==> config.mk <==
export PLATFORM = sky130hd
export DESIGN_NAME = cmd_reader_rmw
export DESIGN_NICKNAME = d
export VERILOG_FILES = /design/src/rtl/cmd_reader_rmw.sv
export SDC_FILE = /design/constraint.sdc
export NUM_CORES = 1
export LEC_CHECK = 0
export ABC_AREA = 1
export CORE_ASPECT_RATIO = 0.7
export CORE_MARGIN = 3
export CORE_UTILIZATION = 30
export CTS_CLUSTER_DIAMETER = 30
export CTS_CLUSTER_SIZE = 16
export DETAILED_ROUTE_END_ITERATION = 10
export DONT_BUFFER_PORTS = 1
export PLACE_DENSITY = 0.53
export SLEW_MARGIN = 10
export SYNTH_ARGS = -nofsm -noshare
export SYNTH_HDL_FRONTEND = slang
export SYNTH_SLANG_ARGS = --single-unit
==> constraint.sdc <==
create_clock -name txclk -period 4.3 [get_ports txclk]
set_input_delay 0.86 -clock txclk [delete_from_list [all_inputs] [get_ports txclk]]
set_output_delay 0.86 -clock txclk [all_outputs]
set_load 0.05 [all_outputs]
==> src/rtl/cmd_reader_rmw.sv <==
// ---------------------------------------------------------------------------
// cmd_reader_rmw
//   In-band command processor on the TX side of the USB/FX2 path.
//   It pops control packets from the TX control FIFO and holds each packet
//   until its timestamp falls due. It then executes the packet's commands in
//   order: PING, WRITE_REG, read-modify-write WRITE_REG_MASKED, READ_REG and
//   DELAY. Replies are streamed as 16-bit words into the RX control path.
//
// Ports
//   txclk, reset       clock and synchronous active-high reset
//   timestamp_clock    free-running sample timestamp
//   pkt_waiting        at least one complete packet sits in the FIFO
//   fifodata           show-ahead FIFO head word
//   rdreq / skip       pop one word / discard the rest of the current packet
//   rx_WR_enabled      RX path can take a word this cycle
//   rx_WR/rx_databus   reply word strobe and data
//   rx_WR_done         one-cycle pulse after the last word of a reply
//   reg_*              register bus: 2 = write, 3 = read, one cycle per access
//                      (reg_data_out is valid the cycle after a read)
//   stop / stop_time   DELAY pulse and its duration (duration held)
//   err_count          saturating count of dropped packets/commands
// ---------------------------------------------------------------------------
module cmd_reader_rmw #(
    parameter int JITTER = 5,
    parameter int ADDR_W = 7,
    parameter int ERR_W  = 8
) (
    input  logic              txclk,
    input  logic              reset,
    input  logic [31:0]       timestamp_clock,
    input  logic              pkt_waiting,
    input  logic [31:0]       fifodata,
    output logic              rdreq,
    output logic              skip,
    input  logic              rx_WR_enabled,
    output logic              rx_WR,
    output logic [15:0]       rx_databus,
    output logic              rx_WR_done,
    input  logic [31:0]       reg_data_out,
    output logic [31:0]       reg_data_in,
    output logic [ADDR_W-1:0] reg_addr,
    output logic [1:0]        reg_io_enable,
    output logic              stop,
    output logic [15:0]       stop_time,
    output logic [ERR_W-1:0]  err_count
);

    localparam logic [7:0] OP_PING   = 8'd0;
    localparam logic [7:0] OP_WREG   = 8'd2;
    localparam logic [7:0] OP_WREG_M = 8'd3;
    localparam logic [7:0] OP_RREG   = 8'd4;
    localparam logic [7:0] OP_DELAY  = 8'd12;

    typedef enum logic [3:0] {
        S_IDLE, S_HDR, S_TS, S_WAIT, S_DISPATCH, S_PING, S_WREG,
        S_RMW_RD, S_RMW_WR, S_RREG, S_DELAY, S_SEND
    } state_t;

    state_t             state_q, state_d;
    logic [1:0]         phase_q, phase_d;       // sub-step inside multi-cycle states
    logic [6:0]         remaining_q, remaining_d;
    logic [31:0]        ts_q, ts_d;
    logic [15:0]        cmd_lo_q, cmd_lo_d;
    logic [31:0]        val_q, val_d;
    logic [31:0]        mask_q, mask_d;
    logic [15:0]        reply_q [4];
    logic [15:0]        reply_d [4];
    logic [2:0]         reply_len_q, reply_len_d;
    logic [1:0]         reply_idx_q, reply_idx_d;
    logic [15:0]        rx_databus_q, rx_databus_d;
    logic [ADDR_W-1:0]  reg_addr_q, reg_addr_d;
    logic [31:0]        reg_data_in_q, reg_data_in_d;
    logic               stop_q, stop_d;
    logic [15:0]        stop_time_q, stop_time_d;
    logic [ERR_W-1:0]   err_q, err_d;
    logic               err_inc;

    logic [6:0]         need_words;   // 0 marks an unknown opcode
    logic signed [31:0] ts_delta;

    // Modular difference read as signed keeps the compare correct across
    // the 2^32 wrap of timestamp_clock.
    assign ts_delta = ts_q - timestamp_clock;

    always_comb begin
        need_words = 7'd0;
        case (fifodata[31:24])
            OP_PING, OP_RREG, OP_DELAY: need_words = 7'd1;
            OP_WREG:                    need_words = 7'd2;
            OP_WREG_M:                  need_words = 7'd3;
            default:                    need_words = 7'd0;
        endcase
    end

    always_comb begin
        state_d       = state_q;
        phase_d       = phase_q;
        remaining_d   = remaining_q;
        ts_d          = ts_q;
        cmd_lo_d      = cmd_lo_q;
        val_d         = val_q;
        mask_d        = mask_q;
        reply_d       = reply_q;
        reply_len_d   = reply_len_q;
        reply_idx_d   = reply_idx_q;
        rx_databus_d  = rx_databus_q;
        reg_addr_d    = reg_addr_q;
        reg_data_in_d = reg_data_in_q;
        stop_d        = 1'b0;
        stop_time_d   = stop_time_q;
        err_inc       = 1'b0;
        rdreq         = 1'b0;
        skip          = 1'b0;
        rx_WR         = 1'b0;
        rx_WR_done    = 1'b0;
        reg_io_enable = 2'd0;

        case (state_q)
            S_IDLE: begin
                if (pkt_waiting) begin
                    state_d = S_HDR;
                end
            end
            S_HDR: begin
                rdreq       = 1'b1;
                remaining_d = fifodata[8:2];
                state_d     = S_TS;
            end
            S_TS: begin
                rdreq   = 1'b1;
                ts_d    = fifodata;
                state_d = S_WAIT;
            end
            S_WAIT: begin
                if ((ts_q == 32'hFFFF_FFFF) || ((ts_delta > 0) && (ts_delta <= JITTER))) begin
                    state_d = S_DISPATCH;
                end else if (ts_delta <= 0) begin
                    skip    = 1'b1;
                    err_inc = 1'b1;
                    state_d = S_IDLE;
                end
            end
            S_DISPATCH: begin
                // The head word is decoded before popping, so a bad or
                // truncated command is dropped with skip and no rdreq.
                if (remaining_q == 7'd0) begin
                    skip    = 1'b1;
                    state_d = S_IDLE;
                end else if ((need_words == 7'd0) || (remaining_q < need_words)) begin
                    skip    = 1'b1;
                    err_inc = 1'b1;
                    state_d = S_IDLE;
                end else begin
                    rdreq       = 1'b1;
                    remaining_d = remaining_q - 7'd1;
                    cmd_lo_d    = fifodata[15:0];
                    phase_d     = 2'd0;
                    case (fifodata[31:24])
                        OP_PING:   state_d = S_PING;
                        OP_WREG:   state_d = S_WREG;
                        OP_WREG_M: state_d = S_RMW_RD;
                        OP_RREG:   state_d = S_RREG;
                        OP_DELAY:  state_d = S_DELAY;
                        default:   state_d = S_IDLE;
                    endcase
                    if ((fifodata[31:24] == OP_WREG) || (fifodata[31:24] == OP_WREG_M) ||
                        (fifodata[31:24] == OP_RREG)) begin
                        reg_addr_d = fifodata[ADDR_W-1:0];
                    end
                end
            end
            S_PING: begin
                reply_d[0]   = 16'h0102;
                reply_d[1]   = cmd_lo_q;
                reply_len_d  = 3'd2;
                reply_idx_d  = 2'd0;
                rx_databus_d = 16'h0102;
                phase_d      = 2'd0;
                state_d      = S_SEND;
            end
            S_WREG: begin
                if (phase_q == 2'd0) begin
                    rdreq         = 1'b1;
                    remaining_d   = remaining_q - 7'd1;
                    reg_data_in_d = fifodata;
                    phase_d       = 2'd1;
                end else begin
                    reg_io_enable = 2'd2;
                    state_d       = S_DISPATCH;
                end
            end
            S_RMW_RD: begin
                // phase 0: pop value, phase 1: pop mask, phase 2: read cycle
                if (phase_q == 2'd0) begin
                    rdreq       = 1'b1;
                    remaining_d = remaining_q - 7'd1;
                    val_d       = fifodata;
                    phase_d     = 2'd1;
                end else if (phase_q == 2'd1) begin
                    rdreq       = 1'b1;
                    remaining_d = remaining_q - 7'd1;
                    mask_d      = fifodata;
                    phase_d     = 2'd2;
                end else begin
                    reg_io_enable = 2'd3;
                    phase_d       = 2'd0;
                    state_d       = S_RMW_WR;
                end
            end
            S_RMW_WR: begin
                // phase 0 captures the read data, phase 1 writes it back,
                // so the write lands exactly two cycles after the read.
                if (phase_q == 2'd0) begin
                    reg_data_in_d = (reg_data_out & ~mask_q) | (val_q & mask_q);
                    phase_d       = 2'd1;
                end else begin
                    reg_io_enable = 2'd2;
                    state_d       = S_DISPATCH;
                end
            end
            S_RREG: begin
                if (phase_q == 2'd0) begin
                    reg_io_enable = 2'd3;
                    phase_d       = 2'd1;
                end else begin
                    reply_d[0]   = 16'h0506;
                    reply_d[1]   = cmd_lo_q;
                    reply_d[2]   = reg_data_out[31:16];
                    reply_d[3]   = reg_data_out[15:0];
                    reply_len_d  = 3'd4;
                    reply_idx_d  = 2'd0;
                    rx_databus_d = 16'h0506;
                    phase_d      = 2'd0;
                    state_d      = S_SEND;
                end
            end
            S_DELAY: begin
                stop_d      = 1'b1;
                stop_time_d = cmd_lo_q;
                state_d     = S_DISPATCH;
            end
            S_SEND: begin
                // rx_databus is preloaded with the pending word, so a stall
                // simply holds it; phase 1 is the rx_WR_done cycle.
                if (phase_q == 2'd1) begin
                    rx_WR_done = 1'b1;
                    state_d    = S_DISPATCH;
                end else if (rx_WR_enabled) begin
                    rx_WR = 1'b1;
                    if ({1'b0, reply_idx_q} == (reply_len_q - 3'd1)) begin
                        phase_d = 2'd1;
                    end else begin
                        reply_idx_d  = reply_idx_q + 2'd1;
                        rx_databus_d = reply_q[reply_idx_q + 2'd1];
                    end
                end
            end
            default: begin
                state_d = S_IDLE;
            end
        endcase

        err_d = err_q;
        if (err_inc && (err_q != {ERR_W{1'b1}})) begin
            err_d = err_q + 1'b1;
        end
    end

    always_ff @(posedge txclk) begin
        if (reset) begin
            state_q       <= S_IDLE;
            phase_q       <= 2'd0;
            remaining_q   <= 7'd0;
            ts_q          <= 32'd0;
            cmd_lo_q      <= 16'd0;
            val_q         <= 32'd0;
            mask_q        <= 32'd0;
            for (int i = 0; i < 4; i++) begin
                reply_q[i] <= 16'd0;
            end
            reply_len_q   <= 3'd0;
            reply_idx_q   <= 2'd0;
            rx_databus_q  <= 16'd0;
            reg_addr_q    <= '0;
            reg_data_in_q <= 32'd0;
            stop_q        <= 1'b0;
            stop_time_q   <= 16'd0;
            err_q         <= '0;
        end else begin
            state_q       <= state_d;
            phase_q       <= phase_d;
            remaining_q   <= remaining_d;
            ts_q          <= ts_d;
            cmd_lo_q      <= cmd_lo_d;
            val_q         <= val_d;
            mask_q        <= mask_d;
            for (int i = 0; i < 4; i++) begin
                reply_q[i] <= reply_d[i];
            end
            reply_len_q   <= reply_len_d;
            reply_idx_q   <= reply_idx_d;
            rx_databus_q  <= rx_databus_d;
            reg_addr_q    <= reg_addr_d;
            reg_data_in_q <= reg_data_in_d;
            stop_q        <= stop_d;
            stop_time_q   <= stop_time_d;
            err_q         <= err_d;
        end
    end

    assign rx_databus  = rx_databus_q;
    assign reg_addr    = reg_addr_q;
    assign reg_data_in = reg_data_in_q;
    assign stop        = stop_q;
    assign stop_time   = stop_time_q;
    assign err_count   = err_q;

endmodule

==> impl_metrics.prom, run 1 <==
# TYPE chip_impl_metric gauge
chip_impl_info{name="status",value="completed"} 1
chip_impl_metric{name="setup_slack",unit="ns"} 0.2020
chip_impl_metric{name="final_period_minus_worst_setup_slack",unit="ns"} 4.098
chip_impl_metric{name="place_worst_setup_slack",unit="ns"} 0.1319
chip_impl_metric{name="die_y",unit="µm"} 184.6
chip_impl_metric{name="synth_enable_flop_cells",unit=""} 0
chip_impl_metric{name="track_usage",unit=""} 0.2079
chip_impl_metric{name="postSynthNetCount",unit=""} 2211
chip_impl_metric{name="grt_overflow",unit=""} 0
chip_impl_metric{name="yosysTopAreaCellShare",unit=""} 0.3791
chip_impl_metric{name="dp_hpwl",unit="µm"} 38980
chip_impl_metric{name="timing.critical_path.arrival",unit="ns"} 3.24
chip_impl_info{name="tritoncts_clock_tree",value="yes"} 1
chip_impl_metric{name="post-route-drc-count",unit=""} 0
chip_impl_metric{name="post_cts_hold_buffer_count",unit=""} 0
chip_impl_info{name="worst_hold_startpoint",value="reset"} 1
chip_impl_metric{name="timing.critical_path.fanout_max",unit=""} 5
chip_impl_metric{name="wirelength",unit="µm"} 51730
chip_impl_metric{name="netlist_area",unit="µm²"} 13680
chip_impl_metric{name="ys_ff_latch",unit=""} 259
chip_impl_metric{name="clkTransAtPathRegs",unit="ns"} 0.06
chip_impl_metric{name="dr.first_iter.drc_count",unit=""} 1360
chip_impl_info{name="cp-end-kind",value="output port"} 1
chip_impl_info{name="yosys-top-cells-count",value="sky130_fd_sc_hd__nand2_1 (484), sky130_fd_sc_hd__inv_1 (311), sky130_fd_sc_hd__o21ai_0 (265)"} 1
chip_impl_info{name="worstSetupStartpointType",value="register"} 1
chip_impl_metric{name="synth_async_sr_flop_share",unit=""} 0
chip_impl_metric{name="achievable-frequency",unit="GHz"} 0.2440
chip_impl_metric{name="filler_cell_count",unit=""} 4790
chip_impl_metric{name="cts_sinks",unit=""} 259
chip_impl_metric{name="die_width",unit="µm"} 261.2
chip_impl_info{name="r2r_end",value="rx_databus[1]"} 1
chip_impl_metric{name="wl_per_cell",unit="µm"} 19.32
chip_impl_metric{name="latest_clock_arrival_within_the_worst_skew_pair",unit="ns"} 0.54
chip_impl_info{name="crit_path_cell_trace",value="ha_2 -> nand2_2 -> nor2_2 -> nand2_1 -> inv_1 -> nand2_1 -> nand2_2 -> nand2_1 -> nand3_1 -> nand2_1 -> nor2_1 -> nand2_1 -> nor2_2 -> nand3_2 -> nand2_4 -> nand2_4 -> nand2_1 -> buf_6"} 1
chip_impl_metric{name="leakage",unit="nW"} 6.874
chip_impl_metric{name="yosysSeqAreaShare",unit=""} 0.3791
chip_impl_metric{name="first_global_vias",unit=""} 12393
chip_impl_metric{name="post_route_cells_drive_above_1_share",unit=""} 0.08309
chip_impl_info{name="worst-setup-path-type",value="reg2out"} 1
chip_impl_metric{name="avg_synthesized_cell_area",unit="µm²"} 6.591
chip_impl_metric{name="timing.critical_path.required",unit="ns"} 3.44
chip_impl_metric{name="numPortBuffers",unit=""} 0
chip_impl_metric{name="routed-via-count",unit=""} 13532
chip_impl_metric{name="timing_worst_slew_pin_value",unit="ns"} 1.051
chip_impl_metric{name="numCtsBuffers",unit=""} 39
chip_impl_metric{name="hold_critical_path_depth",unit=""} 1
chip_impl_metric{name="post_synth_num_cell_types",unit=""} 49
chip_impl_metric{name="placeable_core_area",unit="µm²"} 44360
chip_impl_info{name="crit_top_cell",value="sky130_fd_sc_hd__nand2_1"} 1
chip_impl_metric{name="initial_utilization",unit=""} 0.3083
chip_impl_metric{name="clock_path_buffers",unit=""} 3
chip_impl_metric{name="max-slew-margin-rel",unit=""} 0.2940
chip_impl_metric{name="globalplace.congestion",unit=""} 0.9810
chip_impl_metric{name="grt_antenna_before_repair",unit=""} 2
chip_impl_info{name="worstHoldPathType",value="in2reg"} 1
chip_impl_metric{name="layout-area-overhead-vs-synth",unit="%"} 15.02
chip_impl_metric{name="postSynthCellCount",unit=""} 2075
chip_impl_metric{name="die_area",unit="µm²"} 48230
chip_impl_metric{name="synth-warning-count",unit=""} 0
chip_impl_metric{name="cts.htree.levels",unit=""} 2
chip_impl_metric{name="final_net_count",unit=""} 2189
chip_impl_info{name="synth_largest_area_cell",value="sky130_fd_sc_hd__dfxtp_1"} 1
chip_impl_info{name="worst_path_max_delay_cell",value="sky130_fd_sc_hd__ha_2"} 1
chip_impl_metric{name="via_per_inst",unit=""} 5.055
chip_impl_info{name="min_delay_worst_endpoint",value="rx_databus[0]"} 1
chip_impl_metric{name="max_cap_viol_count",unit=""} 0
chip_impl_info{name="root_buffer",value="sky130_fd_sc_hd__clkbuf_16"} 1
chip_impl_metric{name="grt_pass1_wl",unit="µm"} 76550
chip_impl_metric{name="std_cell_rows",unit=""} 64
chip_impl_metric{name="drt_first_pass_iters",unit=""} 6
chip_impl_metric{name="hold_vio_cnt_final",unit=""} 0
chip_impl_metric{name="finalClockSkew",unit="ns"} 0.01790
chip_impl_metric{name="floorplan.io_pins",unit=""} 186
chip_impl_metric{name="finalSetupViolCount",unit=""} 0
chip_impl_info{name="rsz0062_at_grt",value="no"} 1
chip_impl_metric{name="grt_start_max_net_pins",unit=""} 154
chip_impl_metric{name="reg2reg_slack",unit="ns"} 1.00
chip_impl_metric{name="reg2reg_depth",unit=""} 12
chip_impl_metric{name="pwr_density_cell",unit="nW/µm²"} 434.9
chip_impl_metric{name="timing_max_transition_violations_final",unit=""} 0
chip_impl_metric{name="finalSetupTns",unit="ns"} 0
chip_impl_metric{name="min_period_over_period",unit=""} 0.9530
chip_impl_info{name="yosysMostFrequentCell",value="sky130_fd_sc_hd__nand2_1"} 1
chip_impl_metric{name="ir_drop",unit="µV"} 275.0
chip_impl_info{name="reg2reg_from",value="state_q[3]"} 1
chip_impl_info{name="netlist_top_cells_area",value="sky130_fd_sc_hd__dfxtp_1 (38%), sky130_fd_sc_hd__nand2_1 (13%), sky130_fd_sc_hd__o21ai_0 (9.7%)"} 1
chip_impl_metric{name="slowest_cell_delay_on_critical_path",unit="ns"} 0.42
chip_impl_metric{name="ant_nets_after_route",unit=""} 0
chip_impl_info{name="ys.flop_type",value="sky130_fd_sc_hd__dfxtp_1"} 1
chip_impl_metric{name="cts.repair_timing.setup_buffer_count",unit=""} 0
## cell families after synthesis
logic type	Yosys count	synth area share
AOI/OAI and AO/OA	589	0.2266
and+or+nand+nor	765	0.2381
DFF	259	0.3791
xor gates and xnor gates	14	0.008966
buffers and inverters	412	0.1137
adders and majority gates	36	0.03348
## repair_timing
item,4_1_cts,5_1_grt
hold endpoints to repair,0,0
resized for setup,0,14
endpoints found under the setup margin,0,1
## worst max-delay path: cells and delay by family, from the launching register on
kind	cells	cell delay (ns)
AND/OR/NAND/NOR	15	1.67
adder cells (fa/ha/maj)	1	0.42
flip-flops	1	0.36
buffers and inverters	2	0.24
## layout by cell type, fill, tap and decap left out, types with 3 or more instances in the layout
master	n
sky130_fd_sc_hd__clkinv_1	3
sky130_fd_sc_hd__a31oi_1	38
sky130_fd_sc_hd__bufinv_16	4
sky130_fd_sc_hd__nand3_1	85
sky130_fd_sc_hd__nor4_1	3
sky130_fd_sc_hd__nand2_2	18
sky130_fd_sc_hd__inv_1	309
sky130_fd_sc_hd__nand2_4	4
sky130_fd_sc_hd__inv_2	10
sky130_fd_sc_hd__xor2_1	7
sky130_fd_sc_hd__o211ai_1	4
sky130_fd_sc_hd__nand4_1	27
sky130_fd_sc_hd__o21ai_0	265
sky130_fd_sc_hd__nand2_1	482
sky130_fd_sc_hd__nor3_1	13
sky130_fd_sc_hd__clkbuf_8	3
sky130_fd_sc_hd__o22ai_1	6
sky130_fd_sc_hd__a21oi_1	250
sky130_fd_sc_hd__nand3_2	7
sky130_fd_sc_hd__nor2_2	19
sky130_fd_sc_hd__clkinv_4	4
sky130_fd_sc_hd__nor2_1	91
sky130_fd_sc_hd__buf_4	24
sky130_fd_sc_hd__inv_6	7
sky130_fd_sc_hd__clkbuf_1	3
sky130_fd_sc_hd__dfxtp_1	259
sky130_fd_sc_hd__a21oi_2	4
sky130_fd_sc_hd__and2_1	4
sky130_fd_sc_hd__ha_1	33
sky130_fd_sc_hd__xnor2_1	7
sky130_fd_sc_hd__nor2_4	7
sky130_fd_sc_hd__a211oi_1	3
sky130_fd_sc_hd__clkbuf_16	40
sky130_fd_sc_hd__inv_8	3
## report_power, final
| part | switching (mW) | internal, mW |
|---|---|---|
| registers | 0.0641 | 2.46 |
| clock network | 1.27 | 2.04 |
| logic | 0.701 | 0.313 |
## final cells by class
cell class,instances,area [µm²],share of cell area
inverters,323,1215,0.07723
repair buffers,26,211.5,0.01344
diodes,1,2.502,0.0001591
well taps,594,743.2,0.04724
clock inverters,24,307.8,0.01957
flip-flops and latches,259,5185,0.3296
multi-input cells,1404,7013,0.4458
clock buffers,46,1054,0.06697
## sequential cells by signal, indices dropped and copies added (netlist names)
signal / cells
reply_q: 50
mask_q: 32
reg_data_in: 32
ts_q: 32
val_q: 32
cmd_lo_q: 16
rx_databus: 16
stop_time: 16
err_count: 8
reg_addr: 7
remaining_q: 7
state_q: 4
phase_q: 2
reply_idx_q: 2
reply_len_q: 2
stop: 1
## per-stage QoR
step | instance area [µm²] | hold WS (ns) | std cells | utilization | total power [mW]
detailed placement | 14330 | 0.4474 | 2606 | 0.3230 | 3.569
floorplan | 13680 | 0.4409 | 2075 | - | 3.259
global placement | 14330 | 0.4414 | 2606 | 0.3230 | 3.565
finish | 15730 | 0.4036 | 2677 | 0.3546 | 6.841
CTS | 15690 | 0.3754 | 2676 | 0.3537 | 6.895
global route | 15730 | 0.3699 | 2677 | 0.3546 | 7.149
## how the worst max path moves through the flow
stage | slack [ns] | cells past startpoint | end | from
after floorplan | 0.55 | 17 | skip | timestamp_clock[0]
after global placement | 0.13 | 19 | skip | timestamp_clock[10]
after detailed placement | 0.13 | 18 | skip | timestamp_clock[19]
after CTS | 0.02 | 19 | skip | ts_q[0]
after global routing | 0.01 | 18 | skip | ts_q[10]
final | 0.20 | 18 | skip | ts_q[10]
## per-layer routing
| metal | wire, µm | vias to the layer above | GRT usage |
|---|---|---|---|
| li1 | - | 6737 | - |
| met1 | 25610 | 6236 | 0.3105 |
| met2 | 20820 | 479 | 0.2960 |
| met3 | 3915 | 78 | 0.04587 |
| met4 | 1372 | 2 | 0.05959 |
| met5 | 13 | - | 0 |
No activity file was read; power rests on OpenSTA's default activity.
==> inputs of run 2 (changes only) <==
--- a/config.mk
+++ b/config.mk
@@ -6,14 +6,14 @@
 export NUM_CORES = 1
 export LEC_CHECK = 0
 export ABC_AREA = 1
+export BUFFER_PORTS_ARGS = -buffer_cell sky130_fd_sc_hd__buf_4
 export CORE_ASPECT_RATIO = 0.7
 export CORE_MARGIN = 3
 export CORE_UTILIZATION = 30
 export CTS_CLUSTER_DIAMETER = 30
 export CTS_CLUSTER_SIZE = 16
 export DETAILED_ROUTE_END_ITERATION = 10
-export DONT_BUFFER_PORTS = 1
-export PLACE_DENSITY = 0.53
+export PLACE_DENSITY = 0.56
 export SLEW_MARGIN = 10
 export SYNTH_ARGS = -nofsm -noshare
 export SYNTH_HDL_FRONTEND = slang
==> impl_metrics.prom, run 2 (synthesized netlist as in run 1, its figures left out) <==
# TYPE chip_impl_metric gauge
chip_impl_info{name="crit_path_cell_trace",value="buf_4 -> inv_1 -> ha_1 -> nand2_1 -> nand2_1 -> inv_2 -> nand2_2 -> nand2_2 -> nand2_2 -> xnor2_1 -> nand3_1 -> nor2_1 -> nand2_1 -> nor2_2 -> nand3_2 -> nand2_4 -> nand2_4 -> nand2_1 -> buf_6"} 1
chip_impl_info{name="tritoncts_clock_tree",value="yes"} 1
chip_impl_metric{name="achievable-frequency",unit="GHz"} 0.2407
chip_impl_metric{name="drt_first_pass_iters",unit=""} 5
chip_impl_metric{name="wirelength",unit="µm"} 51390
chip_impl_metric{name="final_design_area_no_fill",unit="µm²"} 17180
chip_impl_metric{name="leakage",unit="nW"} 7.825
chip_impl_info{name="worstHoldPathType",value="reg2reg"} 1
chip_impl_info{name="worst_hold_startpoint",value="reg_addr[1]"} 1
chip_impl_metric{name="track_usage",unit=""} 0.2076
chip_impl_metric{name="hold_critical_path_depth",unit=""} 2
chip_impl_metric{name="min_period_over_period",unit=""} 0.9663
chip_impl_metric{name="finalClockSkew",unit="ns"} 0.02084
chip_impl_metric{name="ant_nets_after_route",unit=""} 0
chip_impl_metric{name="globalplace.congestion",unit=""} 0.9378
chip_impl_metric{name="filler_cell_count",unit=""} 4755
chip_impl_metric{name="max_cap_viol_count",unit=""} 0
chip_impl_metric{name="timing_worst_slew_pin_value",unit="ns"} 1.199
chip_impl_metric{name="reg2reg_depth",unit=""} 12
chip_impl_metric{name="grt_pass1_wl",unit="µm"} 77180
chip_impl_metric{name="dp.cells",unit=""} 2791
chip_impl_metric{name="timing_max_transition_violations_final",unit=""} 0
chip_impl_metric{name="post-route-drc-count",unit=""} 0
chip_impl_metric{name="timing.critical_path.required",unit="ns"} 3.44
chip_impl_metric{name="dr.first_iter.drc_count",unit=""} 1298
chip_impl_metric{name="via_per_inst",unit=""} 4.947
chip_impl_metric{name="grt_antenna_before_repair",unit=""} 1
chip_impl_metric{name="clkTransAtPathRegs",unit="ns"} 0.06
chip_impl_metric{name="latest_clock_arrival_within_the_worst_skew_pair",unit="ns"} 0.52
chip_impl_metric{name="numPortBuffers",unit=""} 185
chip_impl_info{name="top_register",value="reply_q"} 1
chip_impl_metric{name="timing.critical_path.fanout_max",unit=""} 6
chip_impl_metric{name="routed-via-count",unit=""} 14168
chip_impl_metric{name="numCtsBuffers",unit=""} 39
chip_impl_info{name="min_delay_worst_endpoint",value="reg_addr[1]"} 1
chip_impl_metric{name="sequential_cell_area",unit="µm²"} 5185
chip_impl_metric{name="dp_hpwl",unit="µm"} 38940
chip_impl_metric{name="final_net_count",unit=""} 2376
chip_impl_info{name="status",value="completed"} 1
chip_impl_info{name="startpoint",value="timestamp_clock[2]"} 1
chip_impl_metric{name="timing.critical_path.arrival",unit="ns"} 3.30
chip_impl_metric{name="placeable_core_area",unit="µm²"} 44360
chip_impl_metric{name="die_y",unit="µm"} 184.6
chip_impl_info{name="worst_path_max_delay_cell",value="sky130_fd_sc_hd__ha_1"} 1
chip_impl_metric{name="cts.htree.levels",unit=""} 2
chip_impl_metric{name="multi_input_comb_area",unit="µm²"} 7063
chip_impl_info{name="worst-setup-path-type",value="in2out"} 1
chip_impl_metric{name="std_cell_rows",unit=""} 64
chip_impl_metric{name="finalPower",unit="mW"} 6.969
chip_impl_info{name="cell_family_with_the_largest_share_of_critical_path_delay",value="simple AND/OR/NAND/NOR gates"} 1
chip_impl_metric{name="initial_utilization",unit=""} 0.3083
chip_impl_metric{name="ir_drop",unit="µV"} 203.8
chip_impl_metric{name="layout-area-overhead-vs-synth",unit="%"} 25.61
chip_impl_metric{name="grt_overflow",unit=""} 0
chip_impl_metric{name="finalSetupViolCount",unit=""} 0
chip_impl_metric{name="reg2reg_slack",unit="ns"} 1.09
chip_impl_info{name="crit_top_cell",value="sky130_fd_sc_hd__nand2_1"} 1
chip_impl_metric{name="hold_vio_cnt_final",unit=""} 0
chip_impl_metric{name="grt_start_max_net_pins",unit=""} 86
chip_impl_metric{name="max-slew-margin-rel",unit=""} 0.1946
chip_impl_metric{name="detailed_place.area",unit="µm²"} 15720
chip_impl_metric{name="buf_inv_on_cp",unit=""} 4
chip_impl_metric{name="die_width",unit="µm"} 261.2
chip_impl_info{name="r2r_end",value="rx_databus[4]"} 1
chip_impl_info{name="reg2reg_from",value="state_q[3]"} 1
chip_impl_info{name="mostFrequentLayoutCells",value="sky130_fd_sc_hd__nand2_1 (477), sky130_fd_sc_hd__inv_1 (308), sky130_fd_sc_hd__o21ai_0 (265), sky130_fd_sc_hd__dfxtp_1 (259), sky130_fd_sc_hd__a21oi_1 (248)"} 1
chip_impl_info{name="root_buffer",value="sky130_fd_sc_hd__clkbuf_16"} 1
chip_impl_metric{name="layoutNonFillerInstCount",unit=""} 2864
chip_impl_metric{name="pwr_density_cell",unit="nW/µm²"} 405.7
chip_impl_metric{name="clock_path_buffers",unit=""} 3
chip_impl_metric{name="final_period_minus_worst_setup_slack",unit="ns"} 4.155
chip_impl_metric{name="first_global_vias",unit=""} 13119
chip_impl_metric{name="floorplan.io_pins",unit=""} 186
chip_impl_metric{name="cts_sinks",unit=""} 259
chip_impl_metric{name="wl_per_cell",unit="µm"} 17.94
chip_impl_metric{name="die_area",unit="µm²"} 48230
chip_impl_info{name="cp-end-kind",value="output port"} 1
chip_impl_metric{name="max_ffs_per_register",unit=""} 50
chip_impl_info{name="worstSetupStartpointType",value="input pin"} 1
chip_impl_metric{name="slowest_cell_delay_on_critical_path",unit="ns"} 0.36
chip_impl_metric{name="post_route_cells_drive_above_1_share",unit=""} 0.1631
chip_impl_info{name="layout_commonest_cell",value="sky130_fd_sc_hd__nand2_1"} 1
==> run 2: cell count changes in the layout (fill, tap and decap cells not counted), moves of 3 or more <==
cell                         before  now
sky130_fd_sc_hd__nand2_2         18   23
sky130_fd_sc_hd__bufinv_16        4    7
sky130_fd_sc_hd__inv_6            7    1
sky130_fd_sc_hd__clkinv_2         2    6
sky130_fd_sc_hd__buf_4           24  211
sky130_fd_sc_hd__nand2_1        482  477
sky130_fd_sc_hd__clkinvlp_4       2    5
==> run 2: area by class of cell <==
class,count,area share
well taps,594,0.04326
diodes,1,0.0001457
clock inverters,24,0.01937
clock buffers,46,0.05950
repair buffers,213,0.09403
inverters,323,0.07072
flip-flops and latches,259,0.3018
multi-input cells,1404,0.4111
==> run 2: timing repair <==
item                       in CTS  in global routing
setup endpoints to repair       0                  1
hold buffers                    0                  0
setup buffers                   0                  2
gates resized for setup         0                 29
==> run 2: where the power goes <==
part / internal [mW] / total (mW) / switching (mW)
clock: 2.13 / 3.31 / 1.17
combinational: 0.378 / 1.14 / 0.763
sequential: 2.46 / 2.52 / 0.0653
==> run 2: worst max path at each step <==
stage	slack, ns	cells past startpoint	end
after floorplan	0.55	17	skip
after global placement	-0.04	21	skip
after detailed placement	0.05	19	skip
after CTS	0.03	19	skip
after global routing	-0.01	18	skip
final	0.14	19	skip
==> run 2: worst min-delay path, delay by kind of cell (launching register included) <==
family / cells / cell delay [ns]
AOI/OAI and AO/OA: 1 / 0.05
buffers and inverters: 1 / 0.05
DFF: 1 / 0.31
==> run 2: metrics by stage <==
stage | hold slack [ns] | setup slack, ns | util | setup TNS (ns)
after floorplan | 0.4409 | 0.5506 | - | 0
final | 0.4465 | 0.1450 | 0.3872 | 0
after detailed placement | 0.4425 | 0.05044 | 0.3543 | 0
after global routing | 0.4722 | -0.01314 | 0.3872 | -0.01314
after CTS | 0.4506 | 0.03327 | 0.3848 | 0
after global placement | 0.4354 | -0.04114 | 0.3543 | -0.04114
==> run 2: routing by layer <==
metal  global-route usage  vias up  share of wire
li1                     -     7101              -
met1               0.3131     6565           0.50
met2               0.3063      450           0.42
met3              0.03598       52          0.063
met4              0.04475        0          0.017
met5                    0        -              0
